==> src/rtl/exhaustive_adder_checker_pkg.sv <==
// Shared definitions for the exhaustive adder checker: FSM encoding and
// add/subtract mode constants.
package exh_tester_pkg;

    typedef enum logic [1:0] {
        ST_IDLE  = 2'd0,
        ST_APPLY = 2'd1,
        ST_CHECK = 2'd2,
        ST_DONE  = 2'd3
    } state_t;

    localparam logic MODE_ADD = 1'b0;
    localparam logic MODE_SUB = 1'b1;

    // The settle counter needs at least one bit, even when SETTLE is 1.
    function automatic int cnt_width(input int settle);
        return (settle > 1) ? $clog2(settle) : 1;
    endfunction

endpackage

==> src/rtl/exhaustive_adder_checker_golden.sv <==
// Reference adder/subtractor: WIDTH+1-bit result from zero-extended operands.
module adder_golden
    import exh_tester_pkg::*;
#(
    parameter int WIDTH = 4
) (
    input  logic [WIDTH-1:0] a,
    input  logic [WIDTH-1:0] b,
    input  logic             cin,
    input  logic             mode,
    output logic [WIDTH:0]   expected
);

    logic [WIDTH-1:0] w_b_eff;

    // Subtract is a + ~b + cin, so cin = 1 means "no borrow in".
    always_comb begin
        w_b_eff  = (mode == MODE_SUB) ? ~b : b;
        expected = {1'b0, a} + {1'b0, w_b_eff} + {{WIDTH{1'b0}}, cin};
    end

endmodule

==> config.mk <==
export PLATFORM = sky130hd
export DESIGN_NAME = adder_golden
export DESIGN_NICKNAME = d
export VERILOG_FILES = /design/src/rtl/exhaustive_adder_checker_pkg.sv /design/src/rtl/exhaustive_adder_checker_golden.sv
export SDC_FILE = /design/constraint.sdc
export NUM_CORES = 1
export LEC_CHECK = 0
export ABC_AREA = 1
export CAP_MARGIN = 5
export CORE_AREA = 2 2 39 41
export DETAILED_ROUTE_END_ITERATION = 7
export DIE_AREA = 0 0 41 43
export PLACE_DENSITY = 0.46
export SETUP_SLACK_MARGIN = 0.02
export SYNTH_ARGS = -nofsm -noshare
export SYNTH_HDL_FRONTEND = slang
export SYNTH_SLANG_ARGS = --single-unit
==> constraint.sdc <==
create_clock -name vclk -period 2.7
set_input_delay 0.54 -clock vclk [all_inputs]
set_output_delay 0.54 -clock vclk [all_outputs]
set_load 0.03 [all_outputs]
==> impl_metrics.csv <==
group,metric,value,unit
logic_synthesis,synth_area,198.9,um2
place,place_hpwl,425.8,um
timing,period_needed,2.596,ns
timing,tightest_slew,0.1827,ns
worst_hold_path,hold_start,"cin",
floorplan,dieArea,1763,um2
power,finalPower,0.1370,mW
detailed_routing,num_vias,236,
floorplan,core_area,1384,um2
place,finalWeightedCongestion,0.6203,
global_route,grt_pass1_wl,841,um
logic_synthesis,ys_top_cells_by_area,"fa_1, ha_1, xor2_1, inv_1, nand3_1",
place,port_buffers,15,
worst_hold_path,hold_path.class,"input pin to output port",
global_route,grt-ovfl-total,0,
timing,rsz0062_at_grt,"no",
logic_synthesis,ys_seq_area_share,0,%
logic_synthesis,yosysUniqueCellTypes,10,
logic_synthesis,yosysWarnings,0,
cells_and_area,drive_gt1_share,34.04,%
critical_path,critPathKind,"input pin to output port",
cells_and_area,syn2layout_area_growth,105.0,%
logic_synthesis,syn_avg_cell_area,7.105,um2
global_route,grt_max_degree,6,
cells_and_area,seq_cells,0,
logic_synthesis,synth_top_area_share,20.13,%
critical_path,worst_ep_required_time,2.16,ns
cells_and_area,multi_input_area,196.4,um2
cells_and_area,register_area,0,um2
timing,hold_violations,0,
worst_hold_path,min_to,"expected[0]",
global_route,grt_pass1_vias,246,
critical_path,cp-start-kind,"input pin",
critical_path,critPathCaptureType,"output port",
run,cap_violations,0,
logic_synthesis,synthCells,28,
logic_synthesis,synthMostInstantiatedCell,"inv_1",
detailed_routing,first_iter_violations,0,
timing,slew_headroom,87.82,%
floorplan,row_count,14,
timing,setup_viol,0,
detailed_routing,antenna_left,0,
detailed_routing,detail_route.first_pass.iterations,1,
cells_and_area,final_core_util,29.48,%
cells_and_area,num-fill-cells,149,
status,status,"completed",
floorplan,ios,15,
cells_and_area,nNetsFinal,64,
power,cellLeakagePower,0.2139,nW
timing,finalCritPeriodShare,96.16,%
cells_and_area,antenna_cells,0,
power,ir_drop,0.0001214,V
detailed_routing,post_drt_wl_per_cell,7.619,um
timing,fin_tns_setup,0,ns
floorplan,start_util,14.38,%
critical_path,cp_max_fo,2,
cts,postCtsSetupRepairBufs,0,
detailed_routing,routed_via_density,3.746,
timing,fmax,385.1,MHz
power,power_density,335.8,nW/um2
logic_synthesis,syn_nets,43,
timing,holdWs,1.662,ns
cells_and_area,n_clock_buffer,0,
detailed_routing,routed_wl,480,um
floorplan,die_w,41,um
worst_hold_path,min_path_cells,5,
logic_synthesis,synth_common_cells,"inv_1, nand2_1, xor2_1",
critical_path,cp.arrival,2.06,ns
global_route,grt_usage,6.300,%
global_route,antenna_found_initial,0,
logic_synthesis,synth_top_cell_by_area,"fa_1",
floorplan,die_h,43,um
detailed_routing,drc_errors,0,
cells_and_area,postLayoutCellArea,407.9,um2
cts,cts_hold_buffers,0,
timing,maxSlewViolCount,0,
place,place_area,389.1,um2
## area by class of cell
type | instances | area share (%)
multi-input cells | 21 | 48.16
well taps | 16 | 4.908
repair buffers | 19 | 40.49
inverters | 7 | 6.442
## cells in the final DEF, fill, tap and decap left out
cell type / instances
xor2_1: 3
nand3_1: 3
dlymetal6s2s_1: 1
buf_2: 1
nor2_1: 1
ha_1: 3
nand2_1: 4
xnor2_2: 1
fa_2: 2
o21bai_1: 1
buf_4: 8
a21oi_2: 1
xor2_2: 1
dlygate4sd2_1: 2
clkdlybuf4s50_1: 7
inv_2: 2
inv_1: 5
a21oi_1: 1
## critical path, stage by stage
cell	delay (ns)
clkdlybuf4s50_1	0.45
inv_1	0.05
fa_2	0.33
inv_2	0.08
fa_2	0.22
a21oi_2	0.06
o21bai_1	0.14
buf_4	0.18
## kinds of logic (layout without fill, tap and decap cells)
logic type | count (synthesis) | count (layout) | synth area share (%)
compound gates | 3 | 3 | 8.807
simple gates | 8 | 8 | 16.97
buf+inv | 7 | 26 | 13.21
fa+ha+maj | 5 | 5 | 39.00
xor+xnor | 5 | 5 | 22.01
## metal layers
| metal | track usage, % | vias to the layer above | wire length [um] |
|---|---|---|---|
| li1 | - | 124 | - |
| met2 | 11.56 | 10 | 233 |
| met1 | 7.937 | 102 | 195 |
| met5 | 0 | - | 0 |
| met3 | 0.5236 | 0 | 52 |
| met4 | 0 | 0 | 0 |
## how the worst max path moves through the flow
stage	end	slack, ns	from	cells after the start
detailed placement	expected[1]	-0.46	mode	6
floorplan	expected[2]	0.31	mode	5
CTS	expected[1]	0.03	a[0]	6
finish	expected[4]	0.10	a[0]	8
global placement	expected[1]	-0.42	mode	6
global route	expected[4]	0.02	a[0]	8
## stage by stage
stage | setup WS (ns) | std cells
2_1_floorplan | 0.3149 | 28
6_report | 0.1036 | 63
3_3_place_gp | -0.4225 | 63
4_1_cts | 0.02834 | 63
5_1_grt | 0.02168 | 63
3_5_place_dp | -0.4612 | 63
## report_power, final
group | internal (mW) | switching, mW
Combinational | 0.0604 | 0.0765
Sequential | 0 | 0
Clock | 0 | 0
Total | 0.0604 | 0.0765
## repair_timing
| item | CTS | global route |
|---|---|---|
| endpoints found under the setup margin | 4 | 4 |
| pin swaps | 3 | 3 |
| endpoints found under the hold margin | 0 | 0 |
| gates resized for setup | 11 | 4 |
Power figures use the tool's default switching activity.
